==> src/rtl/axil_master_bridge.sv <==
// rtl/axil_master_bridge.sv - AXI4-Lite master bridging a CPU memory port to a peripheral window
module axil_master_bridge #(
  parameter int unsigned             ADDR_W    = 32,
  parameter int unsigned             DATA_W    = 32,
  parameter logic [ADDR_W-1:0]       BASE_ADDR = 'h0000_0300,
  parameter int unsigned             WIN_BITS  = 8,
  parameter int unsigned             TIMEOUT   = 255
) (
  input  logic                  clk,
  input  logic                  reset,
  input  logic [ADDR_W-1:0]     cpu_mem_addr,
  input  logic [DATA_W-1:0]     cpu_wr_data,
  input  logic [DATA_W/8-1:0]   cpu_wr_strb,
  input  logic                  cpu_wr_en,
  input  logic                  cpu_rd_en,
  output logic                  axi_op,
  output logic                  axi_busy,
  output logic                  axi_done,
  output logic [DATA_W-1:0]     axi_rd_data,
  output logic [1:0]            axi_resp,
  output logic                  axi_err,
  output logic                  M_AXI_AWVALID,
  input  logic                  M_AXI_AWREADY,
  output logic [ADDR_W-1:0]     M_AXI_AWADDR,
  output logic [2:0]            M_AXI_AWPROT,
  output logic                  M_AXI_WVALID,
  input  logic                  M_AXI_WREADY,
  output logic [DATA_W-1:0]     M_AXI_WDATA,
  output logic [DATA_W/8-1:0]   M_AXI_WSTRB,
  input  logic                  M_AXI_BVALID,
  output logic                  M_AXI_BREADY,
  input  logic [1:0]            M_AXI_BRESP,
  output logic                  M_AXI_ARVALID,
  input  logic                  M_AXI_ARREADY,
  output logic [ADDR_W-1:0]     M_AXI_ARADDR,
  output logic [2:0]            M_AXI_ARPROT,
  input  logic                  M_AXI_RVALID,
  output logic                  M_AXI_RREADY,
  input  logic [DATA_W-1:0]     M_AXI_RDATA,
  input  logic [1:0]            M_AXI_RRESP
);

  localparam int unsigned STRB_W = DATA_W / 8;

  localparam logic [2:0] S_IDLE    = 3'd0;
  localparam logic [2:0] S_WR      = 3'd1;
  localparam logic [2:0] S_WRESP   = 3'd2;
  localparam logic [2:0] S_RD_ADDR = 3'd3;
  localparam logic [2:0] S_RD_DATA = 3'd4;
  localparam logic [2:0] S_DONE    = 3'd5;

  localparam logic [ADDR_W-1:0] OFF_MASK  = (ADDR_W'(1) << WIN_BITS) - ADDR_W'(1);
  localparam logic [31:0]       WDOG_LAST = 32'(TIMEOUT) - 32'd1;

  logic [2:0]        state_q, state_d;
  logic              awvalid_q, awvalid_d;
  logic              wvalid_q, wvalid_d;
  logic              arvalid_q, arvalid_d;
  logic              aw_done_q, aw_done_d;
  logic              w_done_q, w_done_d;
  logic [ADDR_W-1:0] awaddr_q, awaddr_d;
  logic [ADDR_W-1:0] araddr_q, araddr_d;
  logic [DATA_W-1:0] wdata_q, wdata_d;
  logic [STRB_W-1:0] wstrb_q, wstrb_d;
  logic [DATA_W-1:0] rd_data_q, rd_data_d;
  logic [1:0]        resp_q, resp_d;
  logic [31:0]       wdog_q, wdog_d;

  logic              win_hit;
  logic              wdog_hit;
  logic              aw_hs, w_hs;

  assign win_hit  = (cpu_mem_addr[ADDR_W-1:WIN_BITS] == BASE_ADDR[ADDR_W-1:WIN_BITS]);
  assign axi_op   = win_hit && (cpu_wr_en || cpu_rd_en);
  assign wdog_hit = (TIMEOUT != 0) && (wdog_q == WDOG_LAST);
  assign aw_hs    = awvalid_q && M_AXI_AWREADY;
  assign w_hs     = wvalid_q && M_AXI_WREADY;

  // Next-state logic: request capture, handshakes, response capture and watchdog abort
  always_comb begin
    state_d   = state_q;
    awvalid_d = awvalid_q;
    wvalid_d  = wvalid_q;
    arvalid_d = arvalid_q;
    aw_done_d = aw_done_q;
    w_done_d  = w_done_q;
    awaddr_d  = awaddr_q;
    araddr_d  = araddr_q;
    wdata_d   = wdata_q;
    wstrb_d   = wstrb_q;
    rd_data_d = rd_data_q;
    resp_d    = resp_q;
    wdog_d    = wdog_q + 32'd1;

    case (state_q)
      S_IDLE: begin
        wdog_d = '0;
        if (axi_op) begin
          // A simultaneous read request is dropped in favour of the write.
          if (cpu_wr_en) begin
            awaddr_d  = cpu_mem_addr & OFF_MASK;
            wdata_d   = cpu_wr_data;
            wstrb_d   = cpu_wr_strb;
            awvalid_d = 1'b1;
            wvalid_d  = 1'b1;
            state_d   = S_WR;
          end else begin
            araddr_d  = cpu_mem_addr & OFF_MASK;
            arvalid_d = 1'b1;
            state_d   = S_RD_ADDR;
          end
        end
      end
      S_WR: begin
        if (aw_hs) awvalid_d = 1'b0;
        if (w_hs)  wvalid_d  = 1'b0;
        aw_done_d = aw_done_q || aw_hs;
        w_done_d  = w_done_q || w_hs;
        if (aw_done_d && w_done_d) begin
          aw_done_d = 1'b0;
          w_done_d  = 1'b0;
          state_d   = S_WRESP;
        end else if (wdog_hit) begin
          state_d = S_DONE;
        end
      end
      S_WRESP: begin
        if (M_AXI_BVALID) begin
          resp_d  = M_AXI_BRESP;
          state_d = S_DONE;
        end else if (wdog_hit) begin
          state_d = S_DONE;
        end
      end
      S_RD_ADDR: begin
        if (M_AXI_ARREADY) begin
          arvalid_d = 1'b0;
          state_d   = S_RD_DATA;
        end else if (wdog_hit) begin
          state_d = S_DONE;
        end
      end
      S_RD_DATA: begin
        if (M_AXI_RVALID) begin
          rd_data_d = M_AXI_RDATA;
          resp_d    = M_AXI_RRESP;
          state_d   = S_DONE;
        end else if (wdog_hit) begin
          state_d = S_DONE;
        end
      end
      S_DONE: begin
        wdog_d  = wdog_q;
        state_d = S_IDLE;
      end
      default: state_d = S_IDLE;
    endcase

    // Watchdog abort: withdraw every request and report a DECERR-coded failure.
    if (wdog_hit && (state_q != S_IDLE) && (state_q != S_DONE) && (state_d == S_DONE)
        && !(state_q == S_WRESP && M_AXI_BVALID) && !(state_q == S_RD_DATA && M_AXI_RVALID)) begin
      awvalid_d = 1'b0;
      wvalid_d  = 1'b0;
      arvalid_d = 1'b0;
      aw_done_d = 1'b0;
      w_done_d  = 1'b0;
      resp_d    = 2'b11;
    end
  end

  // State and datapath registers with synchronous active-high reset
  always_ff @(posedge clk) begin
    if (reset) begin
      state_q   <= S_IDLE;
      awvalid_q <= 1'b0;
      wvalid_q  <= 1'b0;
      arvalid_q <= 1'b0;
      aw_done_q <= 1'b0;
      w_done_q  <= 1'b0;
      awaddr_q  <= '0;
      araddr_q  <= '0;
      wdata_q   <= '0;
      wstrb_q   <= '0;
      rd_data_q <= '0;
      resp_q    <= 2'b00;
      wdog_q    <= '0;
    end else begin
      state_q   <= state_d;
      awvalid_q <= awvalid_d;
      wvalid_q  <= wvalid_d;
      arvalid_q <= arvalid_d;
      aw_done_q <= aw_done_d;
      w_done_q  <= w_done_d;
      awaddr_q  <= awaddr_d;
      araddr_q  <= araddr_d;
      wdata_q   <= wdata_d;
      wstrb_q   <= wstrb_d;
      rd_data_q <= rd_data_d;
      resp_q    <= resp_d;
      wdog_q    <= wdog_d;
    end
  end

  assign axi_busy      = (state_q != S_IDLE);
  assign axi_done      = (state_q == S_DONE);
  assign axi_err       = (state_q == S_DONE) && (resp_q != 2'b00);
  assign axi_rd_data   = rd_data_q;
  assign axi_resp      = resp_q;
  assign M_AXI_AWVALID = awvalid_q;
  assign M_AXI_AWADDR  = awaddr_q;
  assign M_AXI_AWPROT  = 3'b000;
  assign M_AXI_WVALID  = wvalid_q;
  assign M_AXI_WDATA   = wdata_q;
  assign M_AXI_WSTRB   = wstrb_q;
  assign M_AXI_BREADY  = (state_q == S_WRESP);
  assign M_AXI_ARVALID = arvalid_q;
  assign M_AXI_ARADDR  = araddr_q;
  assign M_AXI_ARPROT  = 3'b000;
  assign M_AXI_RREADY  = (state_q == S_RD_DATA);

endmodule

==> config.mk <==
export PLATFORM = sky130hd
export DESIGN_NAME = axil_master_bridge
export DESIGN_NICKNAME = d
export VERILOG_FILES = /design/src/rtl/axil_master_bridge.sv
export SDC_FILE = /design/constraint.sdc
export NUM_CORES = 1
export LEC_CHECK = 0
export ABC_AREA = 0
export BUFFER_PORTS_ARGS = -buffer_cell sky130_fd_sc_hd__buf_2
export CELL_PAD_IN_SITES_DETAIL_PLACEMENT = 0
export CELL_PAD_IN_SITES_GLOBAL_PLACEMENT = 2
export CORE_ASPECT_RATIO = 1.5
export CORE_MARGIN = 5
export CORE_UTILIZATION = 25
export DETAILED_ROUTE_END_ITERATION = 8
export PLACE_DENSITY_LB_ADDON = 0.08
export SYNTH_ARGS = -nofsm -noshare
export SYNTH_HDL_FRONTEND = slang
export SYNTH_SLANG_ARGS = --single-unit
==> constraint.sdc <==
create_clock -name clk -period 2.38 [get_ports clk]
set_input_delay 0.119 -clock clk [delete_from_list [all_inputs] [get_ports clk]]
set_output_delay 0.119 -clock clk [all_outputs]
set_load 0.02 [all_outputs]
==> out/metrics.yaml, run 1 <==
largest_net_degree_at_the_start_of_global_routing: 53
synth-seq-area-share_pct: 45.2
totalWireLength_microns: 19100
post_synth.cell_area_avg_sq_um: 8.12
layout.cells.non_filler: 1254
min_period_over_period_pct: 87.5
relSlewSlack_pct: 59.0
timing_worst_slew_pin_value_ps: 610
rsz0062_at_grt: "no"
syn_area_sq_mm: 0.00558
clock_slew_at_the_register_clock_pins_of_the_worst_setup_and_hold_paths_ps: 60
initial_standard_cell_utilization_of_the_core_pct: 25.1
largest_fanout_on_the_critical_path: 14
die_x_microns: 132
postSynthRegisterBits: 126
total_power_mw: 5.02
synth_top_cells_by_area: "sky130_fd_sc_hd__dfxtp_1 (45%), sky130_fd_sc_hd__nand2_1 (12%), sky130_fd_sc_hd__a21oi_1 (7.9%), sky130_fd_sc_hd__buf_4 (7.4%), sky130_fd_sc_hd__nor2_1 (3.2%)"
placedInstanceArea_sq_mm: 0.00671
power_density_mw_per_mm2: 623
clock_tree_from_tritoncts: "built"
synth_compound_area_share_pct: 12.1
dp_hpwl_microns: 14200
flow.area_growth_from_synthesis_pct: 44.4
htree_levels: 4
n_fill_cell: 2383
wl_met3_microns: 1250
max-clock-path-buffers: 2
maxSlewViolCount: 0
met2_length_microns: 10500
run_status: "finished clean"
grt_pass1_wl_microns: 29400
route.top_layer_used: "met5"
timing.critical_path.to_type: "flip-flop"
route.detailed.wl_per_inst_microns: 15.2
drc_violation_total_after_the_first_tritonroute_iteration: 189
critical_path.startpoint_type: "flip-flop"
cts_hold_repair.buffers: 76
gpl.final_weighted_congestion: 0.766
fp.dieArea_sq_mm: 0.0255
detail_route.drc_violations: 0
post_synth_xor_area_fraction_pct: 4.08
synth_async_sr_flop_share_pct: 0
cts-buffers-inserted: 17
core_region_area_sq_mm: 0.0222
cts_setup_buffers: 0
globalRoute.totalOverflow: 0
cts_root_buffer: "sky130_fd_sc_hd__clkbuf_16"
initial_antenna_violation_count: 1
vias: 5520
netlist.area_leader.share_pct: 45.2
achievable-frequency_ghz: 0.480
post_route_utilization_pct: 36.3
antenna_cells_inserted: 0
min-delay-path-class: "primary input to flip-flop"
synthCells: 687
worst-setup-path-type: "flip-flop to flip-flop"
yosys.area_share.adder_pct: 0.449
finish.instance_area_sq_mm: 0.00806
dominantRegCellSynth: "sky130_fd_sc_hd__dfxtp_1"
cap_violations: 0
post_synth_edffs: 0
drt_pass1_iterations: 4
cts_repair_resize_count: 0
finalSetupViolations: 0
synthTopCellsByCount: "sky130_fd_sc_hd__nand2_1 (174), sky130_fd_sc_hd__dfxtp_1 (126), sky130_fd_sc_hd__a21oi_1 (88)"
whs_path_depth: 4
ant_nets: 0
track_usage_pct: 14.5
critical_path_required_ps: 2660
portbufs: 207
arrival_time_reported_for_the_critical_path_endpoint_ps: 2370
timing.clock.skew_ps: 11.7
synth_top_family_by_area: "simple AND/OR/NAND/NOR gates"
rows: 67
vdd_drop_max_mv: 0.444
layout-drive-gt1-share_pct: 27.0
final-hold-violation-count: 0
fp.dieH_microns: 193
via_count_of_the_first_global_routing_pass: 5544
ys.warnings.count: 0
power.static_leakage_nw: 3.36
num-nets-final: 1080
fin_setup_tns_ps: 0
place.detailed.instances: 1146
post-synth-top-count-cell: "sky130_fd_sc_hd__nand2_1"
muxShareOfSynthArea_pct: 1.79
layout_min_cycle_time_ps: 2080
clk_latency_ps: 420
yosys.area_share.simple_pct: 25.5
ios: 262
worst_reg2reg_path_length_in_cells: 6
met1Wirelength_microns: 6680
cts_num_sinks: 126
post-synth-top-area-cell: "sky130_fd_sc_hd__dfxtp_1"
via_per_inst: 4.40
synth.distinct_cells: 50
[flip-flops by register name, indices dropped and copies added, names as in the netlist]
register	cells
w_done_q	1
wdog_q	32
M_AXI_WDATA	32
state_q	3
axi_rd_data	32
M_AXI_ARVALID	1
M_AXI_ARADDR	8
axi_resp	2
M_AXI_AWADDR	8
aw_done_q	1
M_AXI_WVALID	1
M_AXI_AWVALID	1
M_AXI_WSTRB	4
[power by group]
| group | switching [mW] | total (mW) | internal, mW |
|---|---|---|---|
| Clock | 1.09 | 2.59 | 1.50 |
| Combinational | 0.163 | 0.317 | 0.154 |
| Sequential | 0.0000000299 | 2.11 | 2.11 |
| Total | 1.25 | 5.02 | 3.76 |
[through the flow]
step	hold slack [ps]	setup slack, ps
finish	34.4	298
CTS	15.3	180
global route	51.0	7.17
detailed placement	365	210
floorplan	255	479
global placement	360	320
[layer usage]
layer	up-vias	global-route usage (%)
met5	-	0
met4	2	5.94
met3	36	5.30
met2	141	27.2
met1	2565	14.4
li1	2776	-
[worst max-delay path, stage by stage (launching register included)]
cell and delay (ps):
sky130_fd_sc_hd__dfxtp_1 450, sky130_fd_sc_hd__nor3_1 540, sky130_fd_sc_hd__inv_1 200, sky130_fd_sc_hd__nor4_2 220, sky130_fd_sc_hd__buf_4 280, sky130_fd_sc_hd__mux2i_1 200
sky130_fd_sc_hd__nor2_1 60
[placed cells by master, fill, tap and decap left out, types with 6 or more instances in the layout]
cell type	n
sky130_fd_sc_hd__nand3_1	10
sky130_fd_sc_hd__nor2_1	48
sky130_fd_sc_hd__xor2_1	16
sky130_fd_sc_hd__nand2_1	174
sky130_fd_sc_hd__and3_1	6
sky130_fd_sc_hd__nor4_1	10
sky130_fd_sc_hd__inv_6	6
sky130_fd_sc_hd__dfxtp_1	126
sky130_fd_sc_hd__xnor2_1	10
sky130_fd_sc_hd__nor3_1	11
sky130_fd_sc_hd__clkbuf_16	17
sky130_fd_sc_hd__mux2i_1	10
sky130_fd_sc_hd__a21oi_1	88
sky130_fd_sc_hd__buf_4	13
sky130_fd_sc_hd__dlygate4sd3_1	76
sky130_fd_sc_hd__inv_1	6
sky130_fd_sc_hd__o21ai_0	7
sky130_fd_sc_hd__conb_1	54
sky130_fd_sc_hd__and4_1	6
sky130_fd_sc_hd__buf_2	207
sky130_fd_sc_hd__nand4_1	14
[worst paths after layout]
check                  start               to  slack, ps
max               state_q[2]  M_AXI_ARADDR[4]        300
min reg2reg  M_AXI_AWADDR[6]  M_AXI_AWADDR[6]        450
max reg2reg       state_q[2]  M_AXI_ARADDR[4]        300
min             M_AXI_WREADY     M_AXI_WVALID         30
[final cells by class]
cell class	instances	area [sq um]	area share, %
clock buffer	18	439	5.45
clock inverter	14	145	1.80
inverter	7	28.8	0.357
multi-input combinational	516	2660	33.0
sequential	126	2520	31.3
tap	276	345	4.29
timing repair buffer	297	1910	23.8
[kinds of logic after synthesis]
| kind of cell | Yosys count |
|---|---|
| compound gates | 119 |
| xor+xnor | 26 |
| fa+ha+maj | 2 |
| buf+inv | 98 |
| flops | 126 |
| mux | 10 |
| other cells | 1 |
| simple gates | 305 |
Power figures use the tool's default switching activity.
==> run 2: changes to the inputs <==
CELL_PAD_IN_SITES_DETAIL_PLACEMENT = unset   (was 0)
CELL_PAD_IN_SITES_GLOBAL_PLACEMENT = unset   (was 2)
CORE_UTILIZATION = 35   (was 25)
MAX_ROUTING_LAYER = met4   (was unset)
==> run 2 against run 1 <==
Clock power up 9.3%. Clock-buffer cell count up 2. Routed wire length down 9.2%. Critical path depth down 1. Clock skew down 4.4 ps. Critical path type unchanged. Largest cell class unchanged. Highest routed layer is now met4.
==> out/metrics.yaml, run 2 (synthesis gave the netlist of run 1 again) <==
largest_net_degree_at_the_start_of_global_routing: 49  # was 53
layout-drive-gt1-share_pct: 27.0  # unchanged
cts_setup_buffers: 0  # unchanged
arrival_time_reported_for_the_critical_path_endpoint_ps: 2410  # was 2370 ps
whs_path_depth: 4  # unchanged
fin_setup_tns_ps: 0  # unchanged
route.detailed.wl_per_inst_microns: 14.7  # was 15.2 microns
run_status: "finished clean"  # unchanged
power_density_mw_per_mm2: 655  # was 623 mW/mm^2
gpl.final_weighted_congestion: 0.783  # was 0.766
mostFrequentLayoutCells: "sky130_fd_sc_hd__buf_2 (207), sky130_fd_sc_hd__nand2_1 (174), sky130_fd_sc_hd__dfxtp_1 (126)"  # unchanged
timing.clock.skew_ps: 7.28  # was 11.7 ps
achievable-frequency_ghz: 0.485  # was 0.480 GHz
final-hold-violation-count: 0  # unchanged
vias: 5592  # was 5,520
finalSetupViolations: 0  # unchanged
power.static_leakage_nw: 3.40  # was 3.36 nW
ios: 262  # unchanged
fp.dieArea_sq_mm: 0.0186  # was 0.0255 sq mm
num-nets-final: 1080  # unchanged
via_per_inst: 4.73  # was 4.40
cts-buffers-inserted: 17  # unchanged
relSlewSlack_pct: 59.4  # was 59.0%
cts_root_buffer: "sky130_fd_sc_hd__clkbuf_16"  # unchanged
holdCritStartpoint: "M_AXI_WREADY"  # unchanged
largest_fanout_on_the_critical_path: 14  # unchanged
core_region_area_sq_mm: 0.0156  # was 0.0222 sq mm
n_fill_cell: 1485  # was 2,383
clock_tree_from_tritoncts: "built"  # unchanged
detail_route.drc_violations: 0  # unchanged
maxSlewViolCount: 0  # unchanged
min_to: "M_AXI_WVALID"  # unchanged
portbufs: 207  # unchanged
via_count_of_the_first_global_routing_pass: 5533  # was 5,544
cap_violations: 0  # unchanged
worst-r2r-setup-slack_ps: 320  # was 300 ps
die_x_microns: 113  # was 132 microns
drc_violation_total_after_the_first_tritonroute_iteration: 237  # was 189
min_period_over_period_pct: 86.6  # was 87.5%
critical_path.startpoint_type: "flip-flop"  # unchanged
vdd_drop_max_mv: 0.438  # was 0.444 mV
initial_antenna_violation_count: 0  # was 1
dp_hpwl_microns: 12500  # was 14,200 microns
layout_min_cycle_time_ps: 2060  # was 2080 ps
rr_endpoint: "M_AXI_ARVALID"  # was M_AXI_ARADDR[4]
finalHoldWorstSlack_ps: 27.3  # was 34.4 ps
max-clock-path-buffers: 2  # unchanged
rsz0062_at_grt: "no"  # unchanged
initial_standard_cell_utilization_of_the_core_pct: 35.7  # was 25.1%
timing.critical_path.to_type: "flip-flop"  # unchanged
grt_pass1_wl_microns: 27200  # was 29,400 microns
worst_reg2reg_path_length_in_cells: 5  # was 6
track_usage_pct: 18.5  # was 14.5%
fp.dieH_microns: 165  # was 193 microns
worst-setup-path-type: "flip-flop to flip-flop"  # unchanged
antenna_cells_inserted: 0  # unchanged
timing.rr.start: "state_q[2]"  # unchanged
critical_path_required_ps: 2730  # was 2660 ps
timing_worst_slew_pin_value_ps: 604  # was 610 ps
clock_slew_at_the_register_clock_pins_of_the_worst_setup_and_hold_paths_ps: 60  # about the same
min-delay-path-class: "primary input to flip-flop"  # unchanged
clk_latency_ps: 410  # was 420 ps
globalRoute.totalOverflow: 0  # unchanged
drt_pass1_iterations: 4  # unchanged
cts_num_sinks: 126  # unchanged
totalWireLength_microns: 17300  # was 19,100 microns
mostFrequentLayoutCell: "sky130_fd_sc_hd__buf_2"  # unchanged
ant_nets: 0  # unchanged
htree_levels: 4  # unchanged
rows: 56  # was 67
flow.area_growth_from_synthesis_pct: 43.9  # was 44.4%
-- run 2: cell count changes in the layout (fill, tap and decap cells not counted) --
cell / previous run / this run
sky130_fd_sc_hd__inv_8: 2 / 0
sky130_fd_sc_hd__clkbuf_8: 1 / 3
sky130_fd_sc_hd__clkinv_2: 0 / 2
sky130_fd_sc_hd__bufinv_16: 1 / 4
sky130_fd_sc_hd__inv_6: 6 / 3
sky130_fd_sc_hd__clkinvlp_4: 3 / 1
-- run 2: area by class of cell --
cell class / instances / area (sq um) / area share (%)
tap: 203 / 254 / 3.16
inverter: 7 / 28.8 / 0.358
timing repair buffer: 297 / 1910 / 23.8
clock inverter: 12 / 181 / 2.26
sequential: 126 / 2520 / 31.4
multi-input combinational: 516 / 2660 / 33.1
clock buffer: 20 / 467 / 5.81
-- run 2: power breakdown --
part | total [mW] | internal, mW | switching [mW]
Combinational | 0.317 | 0.154 | 0.163
Sequential | 2.11 | 2.11 | 0.0000000274
Clock | 2.83 | 1.85 | 0.980
-- run 2: worst max-delay path by stage --
stage / slack (ps) / depth (start not counted) / endpoint / start
floorplan: 480 / 7 / M_AXI_ARADDR[0] / state_q[0]
global placement: 330 / 5 / M_AXI_ARVALID / state_q[2]
detailed placement: 300 / 7 / M_AXI_ARADDR[1] / cpu_mem_addr[26]
CTS: 310 / 5 / M_AXI_ARVALID / state_q[2]
global route: 150 / 6 / M_AXI_ARADDR[1] / state_q[2]
finish: 320 / 5 / M_AXI_ARVALID / state_q[2]
-- run 2: per-stage QoR --
step / setup slack [ps] / instance area [sq um] / total power [mW] / std cells / util, %
after global routing: 154 / 8030 / 5.43 / 1181 / 51.4
after detailed placement: 299 / 6620 / 2.37 / 1073 / 42.4
after global placement: 334 / 6620 / 2.37 / 1073 / 42.4
after floorplan: 479 / 5780 / 2.33 / 740 / -
final: 318 / 8030 / 5.25 / 1181 / 51.4
after CTS: 306 / 8030 / 5.31 / 1181 / 51.4
-- run 2: repair_timing --
action | 4_1_cts | 5_1_grt
hold buffers | 76 | 0
hold endpoints to repair | 84 | 0
gates resized for setup | 0 | 0
-- run 2: layer usage --
layer	global-route usage, %	wire length, microns	vias to the layer above	share of wire [%]
li1	-	-	2768	-
met1	20.8	7010	2618	41
met2	32.3	8860	187	51
met3	4.91	1180	19	6.8
met4	5.47	252	0	1.5
met5	-	0	-	0
-- run 2: worst max-delay path: stages, from the launching register on --
cell and delay (ps):
sky130_fd_sc_hd__dfxtp_1 600, sky130_fd_sc_hd__nand3b_1 170, sky130_fd_sc_hd__a21oi_1 140, sky130_fd_sc_hd__a31o_2 270
sky130_fd_sc_hd__o31ai_1 540, sky130_fd_sc_hd__o221a_2 290
